$ cat config.mk
export PLATFORM = sky130hd
export DESIGN_NAME = m2_block_writer_flat
export DESIGN_NICKNAME = d
export VERILOG_FILES = /design/src/rtl/m2_pkg.sv /design/src/rtl/m2_block_writer_if.sv /design/src/rtl/clip_u8.sv /design/src/rtl/m2_block_writer.sv /design/src/flat_wrapper.sv
export SDC_FILE = /design/constraint.sdc
export NUM_CORES = 1
export LEC_CHECK = 0
export ABC_AREA = 1
export ABC_CLOCK_PERIOD_IN_PS = 1900
export CELL_PAD_IN_SITES_DETAIL_PLACEMENT = 1
export CELL_PAD_IN_SITES_GLOBAL_PLACEMENT = 2
export CORE_UTILIZATION = 36
export DETAILED_ROUTE_END_ITERATION = 16
export DONT_BUFFER_PORTS = 1
export PLACE_DENSITY_LB_ADDON = 0.1
export REMOVE_ABC_BUFFERS = 1
export SKIP_CTS_REPAIR_TIMING = 1
export SYNTH_ARGS = -nofsm -noshare
export SYNTH_HDL_FRONTEND = slang
export SYNTH_SLANG_ARGS = --single-unit
$ cat constraint.sdc
create_clock -name Clock -period 1.9 [get_ports Clock]
set_clock_uncertainty 0.05 [all_clocks]
set_input_delay 0.285 -clock Clock [delete_from_list [all_inputs] [get_ports Clock]]
set_output_delay 0.285 -clock Clock [all_outputs]
set_load 0.02 [all_outputs]
$ cat src/rtl/m2_pkg.sv
// Shared types and plane geometry for the Milestone 2 datapath blocks.
package m2_pkg;

  localparam int unsigned PLANE_WIDTH   = 320;
  localparam int unsigned PLANE_HEIGHT  = 240;
  localparam int unsigned ROW_STRIDE_Y  = 160;
  localparam int unsigned U_OFFSET      = 38400;
  localparam int unsigned V_OFFSET      = 57600;
  localparam int unsigned BLOCK_SAMPLES = 64;

  localparam int unsigned SRAM_AW  = 18;
  localparam int unsigned RAM_AW   = 7;
  localparam int unsigned SAMPLE_W = 32;
  localparam int unsigned WORD_W   = 16;
  localparam int unsigned PIX_W    = 8;
  localparam int unsigned K_W      = 6;

  typedef enum logic [1:0] {
    IDLE  = 2'd0,
    READ  = 2'd1,
    DRAIN = 2'd2,
    DONE  = 2'd3
  } m2_state_e;

endpackage

$ cat src/rtl/m2_block_writer_if.sv
// Embedded-RAM read port plus SRAM write port seen by the block writer.
interface m2_block_writer_if;
  import m2_pkg::*;

  logic [RAM_AW-1:0]          ram_address;
  logic signed [SAMPLE_W-1:0] ram_read_data;
  logic [SRAM_AW-1:0]         SRAM_address;
  logic [WORD_W-1:0]          SRAM_write_data;
  logic                       SRAM_we_n;

  modport master (
    output ram_address,
    input  ram_read_data,
    output SRAM_address,
    output SRAM_write_data,
    output SRAM_we_n
  );

  modport slave (
    input  ram_address,
    output ram_read_data,
    input  SRAM_address,
    input  SRAM_write_data,
    input  SRAM_we_n
  );

endinterface

$ cat src/rtl/clip_u8.sv
// Saturates a signed 32-bit sample into the unsigned 8-bit pixel range.
module clip_u8
  import m2_pkg::*;
(
  input  logic signed [SAMPLE_W-1:0] value,
  output logic [PIX_W-1:0]           clipped_c
);

  // Negative goes to 0, above 255 goes to 255, otherwise pass the low byte.
  always_comb begin
    clipped_c = value[PIX_W-1:0];
    if (value < 32'sd0) begin
      clipped_c = 8'h00;
    end else if (value > 32'sd255) begin
      clipped_c = 8'hFF;
    end
  end

endmodule

$ cat src/rtl/m2_block_writer.sv
// Streams one 8x8 block of samples out of embedded RAM, clips them to pixels
// and writes them as packed pixel pairs to the block's place in the SRAM plane.
module m2_block_writer
  import m2_pkg::*;
#(
  parameter logic [SRAM_AW-1:0] BASE_ADDR  = 18'd0,
  parameter int unsigned        ROW_STRIDE = ROW_STRIDE_Y,
  parameter logic [RAM_AW-1:0]  RAM_BASE   = 7'd0,
  parameter int unsigned        MAX_BROW   = PLANE_HEIGHT / 8 - 1,
  parameter int unsigned        MAX_BCOL   = PLANE_WIDTH / 8 - 1
) (
  input  logic                 Clock,
  input  logic                 Resetn,
  input  logic                 Start,
  input  logic [4:0]           block_row,
  input  logic [5:0]           block_col,
  output logic                 Done,
  output logic                 Busy,
  m2_block_writer_if.master    mem
);

  m2_state_e          state_q, state_d;
  logic [K_W-1:0]     k_q, k_d;
  logic [RAM_AW-1:0]  raddr_q, raddr_d;
  logic [SRAM_AW-1:0] row_base_q, row_base_d;
  logic [PIX_W-1:0]   even_q, even_d;
  logic [SRAM_AW-1:0] saddr_q, saddr_d;
  logic [WORD_W-1:0]  wdata_q, wdata_d;
  logic               we_n_q, we_n_d;
  logic               done_q, done_d;
  logic               busy_q, busy_d;

  logic [4:0]         brow_c;
  logic [5:0]         bcol_c;
  logic [SRAM_AW-1:0] start_base_c;
  logic [PIX_W-1:0]   sample_c;

  clip_u8 u_clip (
    .value     (mem.ram_read_data),
    .clipped_c (sample_c)
  );

  // Block indices are held inside the legal range; row base of the block's
  // first pixel row, formed once at Start (constant multiply becomes shift-add).
  always_comb begin
    brow_c = (32'(block_row) > MAX_BROW) ? 5'(MAX_BROW) : block_row;
    bcol_c = (32'(block_col) > MAX_BCOL) ? 6'(MAX_BCOL) : block_col;
    start_base_c = BASE_ADDR
                 + SRAM_AW'(brow_c) * SRAM_AW'(8 * ROW_STRIDE)
                 + (SRAM_AW'(bcol_c) << 2);
  end

  // Next-state and next-output logic; sample k is on ram_read_data while READ holds k.
  always_comb begin
    state_d    = state_q;
    k_d        = k_q;
    raddr_d    = raddr_q;
    row_base_d = row_base_q;
    even_d     = even_q;
    saddr_d    = saddr_q;
    wdata_d    = wdata_q;
    we_n_d     = 1'b1;
    done_d     = 1'b0;
    busy_d     = busy_q;

    case (state_q)
      IDLE, DONE: begin
        if (state_q == DONE) begin
          state_d = IDLE;
        end
        if (Start) begin
          state_d    = READ;
          k_d        = '0;
          raddr_d    = RAM_BASE;
          row_base_d = start_base_c;
          busy_d     = 1'b1;
        end
      end

      READ: begin
        if (!k_q[0]) begin
          even_d = sample_c;
        end else begin
          we_n_d  = 1'b0;
          wdata_d = {even_q, sample_c};
          saddr_d = row_base_q + SRAM_AW'(k_q[2:1]);
          // Last pair of a block row: move the base down one image row.
          if (k_q[2:0] == 3'b111) begin
            row_base_d = row_base_q + SRAM_AW'(ROW_STRIDE);
          end
        end
        if (k_q == K_W'(BLOCK_SAMPLES - 1)) begin
          state_d = DRAIN;
        end else begin
          k_d     = k_q + 6'd1;
          raddr_d = RAM_BASE + RAM_AW'(k_q) + 7'd1;
        end
      end

      DRAIN: begin
        state_d = DONE;
        done_d  = 1'b1;
        busy_d  = 1'b0;
      end

      default: begin
        state_d = IDLE;
      end
    endcase
  end

  // State and output registers.
  always_ff @(posedge Clock or negedge Resetn) begin
    if (!Resetn) begin
      state_q    <= IDLE;
      k_q        <= '0;
      raddr_q    <= RAM_BASE;
      row_base_q <= '0;
      even_q     <= '0;
      saddr_q    <= '0;
      wdata_q    <= '0;
      we_n_q     <= 1'b1;
      done_q     <= 1'b0;
      busy_q     <= 1'b0;
    end else begin
      state_q    <= state_d;
      k_q        <= k_d;
      raddr_q    <= raddr_d;
      row_base_q <= row_base_d;
      even_q     <= even_d;
      saddr_q    <= saddr_d;
      wdata_q    <= wdata_d;
      we_n_q     <= we_n_d;
      done_q     <= done_d;
      busy_q     <= busy_d;
    end
  end

  assign Done                = done_q;
  assign Busy                = busy_q;
  assign mem.ram_address     = raddr_q;
  assign mem.SRAM_address    = saddr_q;
  assign mem.SRAM_write_data = wdata_q;
  assign mem.SRAM_we_n       = we_n_q;

endmodule

$ cat src/flat_wrapper.sv
// flat-port wrapper written by rule: the top's interface ports become plain ports
module m2_block_writer_flat import m2_pkg::*;
#(
  parameter logic [SRAM_AW-1:0] BASE_ADDR  = 18'd0,
  parameter int unsigned        ROW_STRIDE = ROW_STRIDE_Y,
  parameter logic [RAM_AW-1:0]  RAM_BASE   = 7'd0,
  parameter int unsigned        MAX_BROW   = PLANE_HEIGHT / 8 - 1,
  parameter int unsigned        MAX_BCOL   = PLANE_WIDTH / 8 - 1
)
  (Clock, Resetn, Start, block_row, block_col, Done, Busy, mem_ram_address, mem_ram_read_data, mem_SRAM_address, mem_SRAM_write_data, mem_SRAM_we_n);
  m2_block_writer_if mem_i ();
  input  logic Clock;
  input  logic Resetn;
  input  logic Start;
  input  logic [4:0] block_row;
  input  logic [5:0] block_col;
  output logic Done;
  output logic Busy;
  output wire logic [$bits(mem_i.ram_address)-1:0] mem_ram_address;
  input wire logic [$bits(mem_i.ram_read_data)-1:0] mem_ram_read_data;
  output wire logic [$bits(mem_i.SRAM_address)-1:0] mem_SRAM_address;
  output wire logic [$bits(mem_i.SRAM_write_data)-1:0] mem_SRAM_write_data;
  output wire logic [$bits(mem_i.SRAM_we_n)-1:0] mem_SRAM_we_n;
  assign mem_ram_address = mem_i.ram_address;
  assign mem_i.ram_read_data = mem_ram_read_data;
  assign mem_SRAM_address = mem_i.SRAM_address;
  assign mem_SRAM_write_data = mem_i.SRAM_write_data;
  assign mem_SRAM_we_n = mem_i.SRAM_we_n;
  m2_block_writer #(.BASE_ADDR(BASE_ADDR), .ROW_STRIDE(ROW_STRIDE), .RAM_BASE(RAM_BASE), .MAX_BROW(MAX_BROW), .MAX_BCOL(MAX_BCOL)) u_core (.Clock(Clock), .Resetn(Resetn), .Start(Start), .block_row(block_row), .block_col(block_col), .Done(Done), .Busy(Busy), .mem(mem_i));
endmodule
==> summary.txt, run 1 <==
Logic synthesis
  – #FFs+latches synth: 70
  – Sequential share of the synthesized area: 49.12%
  – Main flop type after synthesis: dfrtp_1
  – Yosys warns: 0
  – Top cell type's share of synthesized area: 48.39%
  – Syn_area_per_cell: 8.110 um2
  – Netlist Area Pre-Place: 3568 um2
  – Mapped Cells: 440
  – EDFF count, synth: 0
  – Yosys cell types: 36
  – Ys async rst share: 100.0%
  – Top post-synthesis cells by area: dfrtp_1, nand2_1, inv_1, nand3_1, o21ai_0
  – Area leader, netlist: dfrtp_1

Clocking
  – Max clock buf depth: 2
  – H-Tree Depth: 3
  – CTS Buf Count: 9
  – Clock root cell: clkbuf_8
  – Clk_lat worst skew: 0.33 ns
  – Reg clk slew, reported paths: 0.08 ns
  – TritonCTS clock tree: yes
  – Clock sink count: 70

Timing
  – Setup Viol. Count Final: 0
  – Period utilization: 90.10%
  – Final Critical Period: 1.712 ns
  – WHS: -0.4179 ns
  – RSZ-0062 raised after global routing: false
  – Final Hold Fails: 70
  – Max Freq: 0.5841 GHz
  – Setup TNS: 0 ns
  – Slew margin rel.: between 60% and 70%
  – Setup WS post-layout: 0.1881 ns
  – Worst Tran Pin Value: between 0.5 and 0.6 ns
  – Slew Viols, Final: 0

Power
  – Power Total: 6596 uW
  – Power Density: between 1500 and 2000 nW/um2
  – Lkg Pwr: 0.002020 uW
  – Peak supply drop: 551.7 uV

Run status
  – Status: finished, violations left
  – Failing checks: negative hold slack

Critical path
  – Setup crit end kind: register
  – Critical path peak fanout: 4
  – Crit-path leading delay family: simple AND/OR/NAND/NOR gates
  – Slowest stage delay, CP: 0.39 ns
  – Cell at the slowest stage of the critical path: dfrtp_1
  – Crit start category: register
  – WP data arrival: 1.89 ns
  – Critical Path, Cell by Cell: inv_1 -> ha_1 -> nand2_2 -> nand2_4 -> nor2_4 -> buf_4 -> nand2_4 -> nor2_4 -> nand2_1 -> nand2_1 -> nor2_2
  – Setup CP Type: register to register
  – Setup slack, reg-to-reg: approximately 0.19 ns
  – Crit path buffers/inverters: 2
  – Critical path required time: approximately 2.1 ns

Cells and area
  – Ratio of cells with drive above 1 in the final layout: 13.04%
  – Most frequent cells in the layout: nand2_1, dfrtp_1, inv_1
  – Area growth syn-to-layout: 12.87%
  – Commonest non-fill, non-tap cell in the layout: nand2_1
  – Fin nets: about 510
  – Post-Route Utilization: a little over two fifths
  – N_diodes: 0

Global route
  – Initial antenna violation count: 0
  – GRT Overall Usage: 18.64%
  – Largest net degree at the start of global routing: 71
  – Number of global-route vias before repair: 3092
  – First-pass GRT wire length: 14770 um
  – GRT overflow: 0

Drt
  – Drt first pass iters: 4
  – Via-to-Cell Ratio: 5.037
  – Residual DRC: 0
  – Post-Route WL: 8843 um
  – Via count: 2967
  – DR iter-0 viols: 96
  – Antenna viol nets, final: 0
  – WL per Instance: 15.01 um

Flow run
  – Max cap viols: 0

Placed design
  – HPWL Detailed: 6560 um
  – Place WS: -0.1713 ns
  – Port bufs: 0
  – Routability cong.: 0.8286

Hold path
  – Hold crit path type: input port to async pin

Floorplan
  – Die area: 10310 um2
  – Std cell rows: 35
  – Core area: 9415 um2
  – Die Ht: slightly above 100 um
  – IO Count: 90
  – Initial Util: 37.90%
  – Die width: 101.6 um
-- final cells by class --
cell class	count	area [um2]
clock buffers	11	151.4
clock inverters	5	81.33
fillers	1145	5388
inverters	52	197.7
multi-input cells	304	1548
flip-flops and latches	70	1753
well taps	129	161.4
repair buffers	18	135.1
-- stage by stage --
stage | std cells | area [um2]
after floorplan | 426 | 3493
after global placement | 573 | 3792
after detailed placement | 573 | 3792
after CTS | 589 | 4025
after global routing | 589 | 4028
final | 589 | 4028
-- logic make-up (layout without fill, tap and decap cells) --
family	after synthesis	in the layout	share of synthesized area (%)
AOI/OAI and AO/OA	58	58	9.187
xor gates and xnor gates	5	5	1.227
adders and majority gates	13	13	4.768
buffers and inverters	66	86	7.644
DFF	70	70	49.12
and+or+nand+nor	228	228	28.05
-- per-layer routing --
layer	part of all wire (%)	GRT usage (%)	wire, um	vias to the layer above
met3	4.6	3.796	410	12
met1	47	24.06	4135	1450
li1	-	-	-	1437
met5	0	0	0	-
met4	1.5	7.023	130	0
met2	47	30.77	4166	68
-- report_power, final --
group,internal (uW),switching (uW),total (uW)
Combinational,849,1430,2280
Sequential,2080,853,2930
Clock,811,573,1380
-- registers in the layout, indices dropped and copies added (netlist names) --
name / flops
u_core.Done: 1
u_core.Busy: 1
u_core.mem.ram_address: 7
u_core.state_q: 2
u_core.mem.SRAM_write_data: 16
u_core.row_base_q: 16
u_core.even_q: 8
u_core.mem.SRAM_we_n: 1
u_core.mem.SRAM_address: 18
-- final timing paths --
kind,startpoint,end,cells after the start
max in group asynchronous,Resetn,u_core.mem.SRAM_we_n,0
worst min register to register,u_core.even_q[3],u_core.even_q[3],2
min in group Clock,block_col[2],u_core.row_base_q[4],2
worst max register to register,u_core.state_q[0],u_core.row_base_q[16],11
worst max-delay path,u_core.state_q[0],u_core.row_base_q[16],11
worst min-delay path,Resetn,u_core.mem.SRAM_write_data[11],0
-- synthesized netlist by cell type (2+ instances only) --
| library cell | count |
|---|---|
| o21ai_1 | 7 |
| inv_2 | 7 |
| a22oi_1 | 4 |
| nand4_1 | 12 |
| o22ai_1 | 2 |
| buf_2 | 6 |
| a21oi_1 | 5 |
| nor2_1 | 30 |
| xor2_1 | 4 |
| nor2_4 | 2 |
| nor2_2 | 5 |
| ha_1 | 12 |
| nand2_1 | 136 |
| clkbuf_1 | 5 |
| a31oi_1 | 2 |
| buf_6 | 2 |
| dfrtp_1 | 69 |
| inv_1 | 44 |
| o21ai_0 | 33 |
| nand2_4 | 4 |
| nand3_1 | 33 |
| nor3_1 | 2 |
(Power assumes the default switching activity.)
==> run 2: changes to the inputs <==
--- a/config.mk
+++ b/config.mk
@@ -7,6 +7,7 @@
 export LEC_CHECK = 0
 export ABC_AREA = 1
 export ABC_CLOCK_PERIOD_IN_PS = 1900
+export CAP_MARGIN = 20
 export CELL_PAD_IN_SITES_DETAIL_PLACEMENT = 1
 export CELL_PAD_IN_SITES_GLOBAL_PLACEMENT = 2
 export CORE_UTILIZATION = 36
==> results of run 2 <==
The final DEF is identical to that of run 1; final timing and power are the same.
==> edit: new RTL, config.mk and constraints of run 1 <==
Change the package constant `RAM_AW` from 7 to 8.
--- a/src/rtl/m2_pkg.sv
+++ b/src/rtl/m2_pkg.sv
@@ -11,3 +11,3 @@
   localparam int unsigned SRAM_AW  = 18;
-  localparam int unsigned RAM_AW   = 7;
+  localparam int unsigned RAM_AW   = 8;
   localparam int unsigned SAMPLE_W = 32;
Interface: changed (resized mem_ram_address); port bits go from 90 to 91. The function was not compared with the original's and may differ.
==> edit against run 1 <==
The flow still finishes with violations (negative hold slack); routed wire length shrank 3.4%; sequential cell count did not move; total power down 1.9%; synthesized area is 0.25% higher; sequential share of layout area grew 0.76 points; cell count increased by 1.0%; cell area fell by 1.7%; setup slack worse by 0.062 ns; critical path depth is 2 lower; utilization fell by 1.9 points; largest cell class unchanged.
==> edit: results (changes against run 1) <==
Layout
  • Clkbuf count: 10 (-1)
  • Seq area share: 44.28% (+0.76 points)
  • Non-Filler Instances: 595 (+1.0%)
  • Non-clock buffer share: 2.592% (-0.76 points)
  • Logic inverters: 51 (-1.9%)
  • Fillcell total: 1194 (+4.3%)
  • Clock network area share: 5.215% (-0.56 points)
  • Layout cells sized above 1: 9.740% (-3.3 points)
  • Multi-input gates: 313 (+3.0%)

Placed design
  • Placer's final routability congestion estimate: 0.7370 (-11%)
  • Post-detail-place hpwl: 6205 µm (-5.4%)

Outcome
  • Failing checks: negative hold slack
  • Outcome: complete, but fails checks

Yosys
  • Post-Synth Adder-Cell Area: 4.757% (-0.012 points)
  • Post-synthesis compound-gate area fraction: 8.814% (-0.37 points)
  • Synth top cells by count: nand2_1, dfrtp_1, inv_1, nor2_1
  • Synth top area cells: dfrtp_1, nand2_1, inv_1
  • Synth Area in XOR/XNOR: 0.2448% (-0.98 points)

Drt
  • Post-Route WL: 8542 µm (-3.4%)
  • M1 wire length: 3924 µm (-5.1%)
  • Met3 wire len: 313 µm (-24%)

Timing
  • Hold slack final: -0.4292 ns (-0.01131 ns)
  • Hold Vio Cnt, Final: 70 (unchanged)

Worst setup path
  • Cell family with most CP delay: flip-flops

GRT
  • Routing usage on met1: 23.51% (-0.55 points)
  • First-pass GRT wire length: 14390 µm (-2.5%)
  • Vias in the first global route: 2981 (-3.6%)
  • GR Layer Usage met3: 3.727% (-0.069 points)

Power
  • Power density over cell area: 1634 mW/mm² (-0.23%)
  • Peak supply drop: 0.7122 mV (+29%)
## edit: cell types whose count changed in the layout (fill, tap and decap cells not counted), sizes merged, moves of 3 or more
| cell | delta |
|---|---|
| o21ai | -5 |
| xor2 | -3 |
| o22ai | +4 |
| a21oi | +6 |
| a22oi | -4 |
| nand2 | +14 |
| buf | -6 |
## edit: worst paths after layout
path | from | slack (ns) | to
worst min-delay path | Resetn | -0.43 | u_core.mem.SRAM_write_data[15]
max in group asynchronous | Resetn | 2.06 | u_core.mem.SRAM_we_n
worst min register to register | u_core.even_q[2] | 0.43 | u_core.mem.SRAM_write_data[10]
worst max register to register | u_core.state_q[0] | 0.13 | u_core.row_base_q[9]
worst max-delay path | u_core.state_q[0] | 0.13 | u_core.row_base_q[9]
min in group Clock | block_col[0] | 0.05 | u_core.row_base_q[2]
## edit: power by group
part	switching (mW)	leakage, nW	total, mW	internal (mW)
Sequential	0.835	0.883	2.93	2.10
Clock	0.617	0.103	1.27	0.649
Combinational	1.44	1.03	2.27	0.831
